===== src/rtl/btn_debounce.sv =====
`timescale 1ns/1ps
`default_nettype none
// ============================================================================
// btn_debounce: synchronises a raw push-button and debounces it into a
// registered level with one-cycle press/release pulses.
// Optional macro LONG_PRESS_EN adds a one-cycle long_press pulse.
// Revision: 1.0
// ============================================================================
module btn_debounce #(
  parameter int SYNC_STAGES       = 2,
  parameter int DEBOUNCE_CYCLES   = 16,
  parameter int LONG_PRESS_CYCLES = 64
) (
  input  logic clk,
  input  logic rstbtn_n,
  input  logic btn_raw,
  output logic btn_level,
  output logic btn_press,
  output logic btn_release,
  output logic long_press
);

  localparam int CNT_W  = $clog2(DEBOUNCE_CYCLES + 1);
  localparam int HOLD_W = $clog2(LONG_PRESS_CYCLES + 1);
  localparam logic [CNT_W-1:0] CNT_LAST = CNT_W'(DEBOUNCE_CYCLES - 1);

  typedef enum logic [1:0] {
    IDLE         = 2'd0,
    PRESS_WAIT   = 2'd1,
    PRESSED      = 2'd2,
    RELEASE_WAIT = 2'd3
  } state_t;

  logic [SYNC_STAGES-1:0] sync_q, sync_d;
  logic                   sync_out;
  state_t                 state_q, state_d;
  logic [CNT_W-1:0]       cnt_q, cnt_d;
  logic                   level_q, level_d;
  logic                   press_q, press_d;
  logic                   release_q, release_d;

  always_comb sync_d = {sync_q[SYNC_STAGES-2:0], btn_raw};
  assign sync_out = sync_q[SYNC_STAGES-1];

  always_comb begin
    state_d   = state_q;
    cnt_d     = cnt_q;
    level_d   = level_q;
    press_d   = 1'b0;
    release_d = 1'b0;
    case (state_q)
      IDLE: begin
        level_d = 1'b0;
        if (sync_out) begin
          state_d = PRESS_WAIT;
          cnt_d   = '0;
        end
      end
      PRESS_WAIT: begin
        level_d = 1'b0;
        if (!sync_out) begin
          state_d = IDLE;
          cnt_d   = '0;
        end else if (cnt_q == CNT_LAST) begin
          state_d = PRESSED;
          cnt_d   = '0;
          level_d = 1'b1;
          press_d = 1'b1;
        end else begin
          cnt_d = cnt_q + CNT_W'(1);
        end
      end
      PRESSED: begin
        level_d = 1'b1;
        if (!sync_out) begin
          state_d = RELEASE_WAIT;
          cnt_d   = '0;
        end
      end
      RELEASE_WAIT: begin
        level_d = 1'b1;
        if (sync_out) begin
          state_d = PRESSED;
          cnt_d   = '0;
        end else if (cnt_q == CNT_LAST) begin
          state_d   = IDLE;
          cnt_d     = '0;
          level_d   = 1'b0;
          release_d = 1'b1;
        end else begin
          cnt_d = cnt_q + CNT_W'(1);
        end
      end
      default: begin
        state_d = IDLE;
        cnt_d   = '0;
        level_d = 1'b0;
      end
    endcase
  end

  always_ff @(posedge clk) begin
    if (!rstbtn_n) begin
      sync_q    <= '0;
      state_q   <= IDLE;
      cnt_q     <= '0;
      level_q   <= 1'b0;
      press_q   <= 1'b0;
      release_q <= 1'b0;
    end else begin
      sync_q    <= sync_d;
      state_q   <= state_d;
      cnt_q     <= cnt_d;
      level_q   <= level_d;
      press_q   <= press_d;
      release_q <= release_d;
    end
  end

  assign btn_level   = level_q;
  assign btn_press   = press_q;
  assign btn_release = release_q;

`ifdef LONG_PRESS_EN
  localparam logic [HOLD_W-1:0] HOLD_MAX  = HOLD_W'(LONG_PRESS_CYCLES);
  localparam logic [HOLD_W-1:0] HOLD_LAST = HOLD_W'(LONG_PRESS_CYCLES - 1);

  logic [HOLD_W-1:0] hold_q, hold_d;
  logic              long_q, long_d;
  logic              holding;

  // Hold time accrues over the whole accepted press, bounces included.
  always_comb begin
    holding = (state_q == PRESSED) || (state_q == RELEASE_WAIT);
    hold_d  = hold_q;
    long_d  = 1'b0;
    if (press_d || !holding) begin
      hold_d = '0;
    end else if (hold_q != HOLD_MAX) begin
      hold_d = hold_q + HOLD_W'(1);
      long_d = (hold_q == HOLD_LAST);
    end
  end

  always_ff @(posedge clk) begin
    if (!rstbtn_n) begin
      hold_q <= '0;
      long_q <= 1'b0;
    end else begin
      hold_q <= hold_d;
      long_q <= long_d;
    end
  end

  assign long_press = long_q;
`else
  logic [31:0] unused_hold_w;
  assign unused_hold_w = HOLD_W;
  assign long_press    = 1'b0;
`endif

endmodule
`default_nettype wire


===== config.mk =====
export PLATFORM = sky130hd
export DESIGN_NAME = btn_debounce
export DESIGN_NICKNAME = d
export VERILOG_FILES = /design/src/rtl/btn_debounce.sv
export SDC_FILE = /design/constraint.sdc
export NUM_CORES = 1
export LEC_CHECK = 0
export BUFFER_PORTS_ARGS = -buffer_cell sky130_fd_sc_hd__buf_2
export CORE_AREA = 2 2 39 41
export DETAILED_ROUTE_END_ITERATION = 16
export DIE_AREA = 0 0 41 43
export PLACE_DENSITY = 0.58
export REMOVE_ABC_BUFFERS = 1
export SYNTH_ARGS = -nofsm -noshare
export SYNTH_HDL_FRONTEND = slang
export SYNTH_SLANG_ARGS = --single-unit

===== constraint.sdc =====
create_clock -name clk -period 3.7 [get_ports clk]
set_input_delay 0.74 -clock clk [delete_from_list [all_inputs] [get_ports clk]]
set_output_delay 0.74 -clock clk [all_outputs]
set_load 0.02 [all_outputs]

==> flow_summary.json <==
{
  "status": "finished clean",
  "holdPathStages": 1,
  "yosysTopAreaCell": "dfxtp_1",
  "synth_area_leaders": "dfxtp_1 48%, nand3_1 6.9%, a21boi_0 4.5%, nand2_1 3.7%, xor2_1 3.5%",
  "synth-edff-count": 0,
  "dr.pass1.iters": 4,
  "clk_path_buf_depth": 2,
  "fillers": 139,
  "critPathMaxStageDelay_ns": 0.47,
  "start_util_pct": 36.4,
  "gp_congestion": 0.732,
  "via_per_inst": 5.21,
  "whs_ns": 0.443,
  "skew_ns": 0.00408,
  "n_antenna_cell": 0,
  "crit_path_cell_trace": "ha_1 -> and4b_4 -> or4_1 -> a21boi_1",
  "period_minus_slack_ns": 1.49,
  "maxCapViolations": 0,
  "r2r-end": "cnt_q[0]$_SDFFE_PN0P_",
  "synth_top_area_share_pct": 47.6,
  "ys_dominant_reg_cell": "dfxtp_1",
  "place.port_buffers": 5,
  "hpwl_um": 623,
  "synth.distinct_cells": 24,
  "drc": 0,
  "wire_per_inst_um": 12.4,
  "ant_nets": 0,
  "crit_slowest_cell": "or4_1",
  "critPathLaunchType": "flip-flop",
  "post_cts.repair.setup_buffers": 0,
  "holdPathEnd": "sync_q[1]$_SDFF_PN0_",
  "place_area_um2": 533,
  "reg2reg_slack_ns": 2.21,
  "powerDensity_nw_per_um2": 432,
  "die_width_um": 41,
  "rsz0062_at_grt": "no",
  "htreeDepth": 1,
  "nets": 65,
  "async_reset_ff_share_pct": 0,
  "multi_input_area_um2": 244,
  "worstPathMaxFanout": 5,
  "synth_cells": 54,
  "fmax_mhz": 672,
  "dp.cells": 72,
  "cts_resized": 0,
  "final_hold_viol_count": 0,
  "cts-buffers-inserted": 3,
  "period_share_pct": 40.2,
  "grt_max_degree": 14,
  "num_io_pins": 7,
  "grt_pass1_vias": 348,
  "required_ns": 3.92,
  "cts_tree": "yes",
  "ir_drop_v": 0.000175,
  "arrival_ns": 1.71,
  "die-area_um2": 1760,
  "p_leak_nw": 0.218,
  "end_kind": "flip-flop",
  "path_class": "reg -> reg",
  "setup_viol": 0,
  "grt_first_pass_wirelength_mm": 1.50,
  "rr_worst_depth": 4,
  "p_total_mw": 0.246,
  "grt.total_usage_pct": 13.4,
  "cts.sinks": 12,
  "final_cell_area_um2": 569,
  "synth.avg_cell_area_um2": 9.34,
  "vias": 396,
  "finalWirelength_um": 940,
  "synthToLayoutAreaGrowth_pct": 12.9,
  "register_area_um2": 240,
  "gr-total-overflow": 0,
  "cts_root_buf": "clkbuf_4",
  "min_from": "sync_q[0]$_SDFF_PN0_",
  "seq_area_frac_synth_pct": 47.6,
  "cts_hold_buf": 0,
  "antenna_found_initial": 0,
  "syn_area_um2": 504,
  "layout.cells.non_filler": 76,
  "initialDrtViolationCount": 13,
  "layout-drive-gt1-share_pct": 16.7,
  "reg2reg_from": "cnt_q[0]$_SDFFE_PN0P_",
  "setup_tns_ns": 0,
  "min_path_type": "reg -> reg",
  "rows": 14,
  "clk_pin_slew_ns": 0.08,
  "slew_viol_final": 0,
  "ys_ff_latch": 12,
  "yosys_warnings": 0,
  "core_um2": 1380,
  "die_h_um": 43,
  "clk_latency_ns": 0.28
}
==> report_power, final <==
part	leakage [nW]	switching [mW]	internal, mW
logic	0.0996	0.00527	0.00280
registers	0.0971	0.00145	0.130
clock network	0.0210	0.0463	0.0598
==> layer usage <==
metal	GRT usage, %	vias to the layer above	share of wire, %
li1	-	202	-
met1	17.8	181	50
met2	16.9	11	43
met3	3.14	2	5.9
met4	12.0	0	0.96
met5	0	-	0
==> critical path, delay by kind of cell (launching register included) <==
kind,cells,cell delay [ns]
AOI/OAI and AO/OA,1,0.14
adders and majority gates,1,0.25
DFF,1,0.34
and+or+nand+nor,2,0.71
==> cell type report <==
class	count	area share [%]
clock buffer	4	6.37
inverter	1	0.659
multi-input combinational	38	42.9
sequential	12	42.2
tap	16	3.52
timing repair buffer	5	4.40
==> worst max-delay path by stage <==
stage	startpoint	to	slack, ns	cells after the start
CTS	btn_level$_SDFF_PN0_	btn_level	2.20	1
global route	cnt_q[0]$_SDFFE_PN0P_	cnt_q[0]$_SDFFE_PN0P_	2.15	4
detailed placement	cnt_q[0]$_SDFFE_PN0P_	cnt_q[0]$_SDFFE_PN0P_	2.24	4
global placement	cnt_q[0]$_SDFFE_PN0P_	cnt_q[0]$_SDFFE_PN0P_	2.26	4
floorplan	cnt_q[0]$_SDFFE_PN0P_	cnt_q[0]$_SDFFE_PN0P_	2.29	4
finish	cnt_q[0]$_SDFFE_PN0P_	cnt_q[0]$_SDFFE_PN0P_	2.21	4
==> metrics by stage <==
stage | util, % | setup slack, ns
final | 41.1 | 2.21
after global placement | 38.5 | 2.26
after floorplan | - | 2.29
after CTS | 41.1 | 2.20
after detailed placement | 38.5 | 2.24
after global routing | 41.1 | 2.15
==> layout by cell type (no fill, tap or decap), drive strengths merged, types with 2 or more instances in the layout <==
| cell | instances |
|---|---|
| buf | 5 |
| a21boi | 4 |
| and2 | 2 |
| clkbuf | 4 |
| nand3 | 7 |
| xor2 | 2 |
| nor3b | 2 |
| nand2 | 5 |
| o21ai | 2 |
| nand4 | 2 |
| dfxtp | 12 |
| a21oi | 2 |
| nor2b | 2 |
==> cell usage after synthesis (all sizes together), types with 2 or more instances <==
library cell / number
nand3: 7
a21oi: 2
xor2: 2
nand2: 5
nor3b: 2
and2: 2
a21boi: 4
o21ai: 2
buf: 2
nand4: 2
nor2b: 2
dfxtp: 12
==> state kept, by name, indices dropped and copies added (netlist names), named ones only <==
signal and count:
btn_release 1, cnt_q 5, state_q 1, btn_level 1
btn_press 1, sync_q 2
==> kinds of logic after synthesis <==
| group | after synthesis | synth area share [%] |
|---|---|---|
| other | 1 | 0.744 |
| DFF | 12 | 47.6 |
| AOI/OAI and AO/OA | 10 | 12.9 |
| adders and majority gates | 1 | 2.48 |
| xor gates and xnor gates | 3 | 5.21 |
| and+or+nand+nor | 23 | 27.0 |
| buffers and inverters | 4 | 3.97 |
Note: power is estimated with default switching activity, not from simulation.
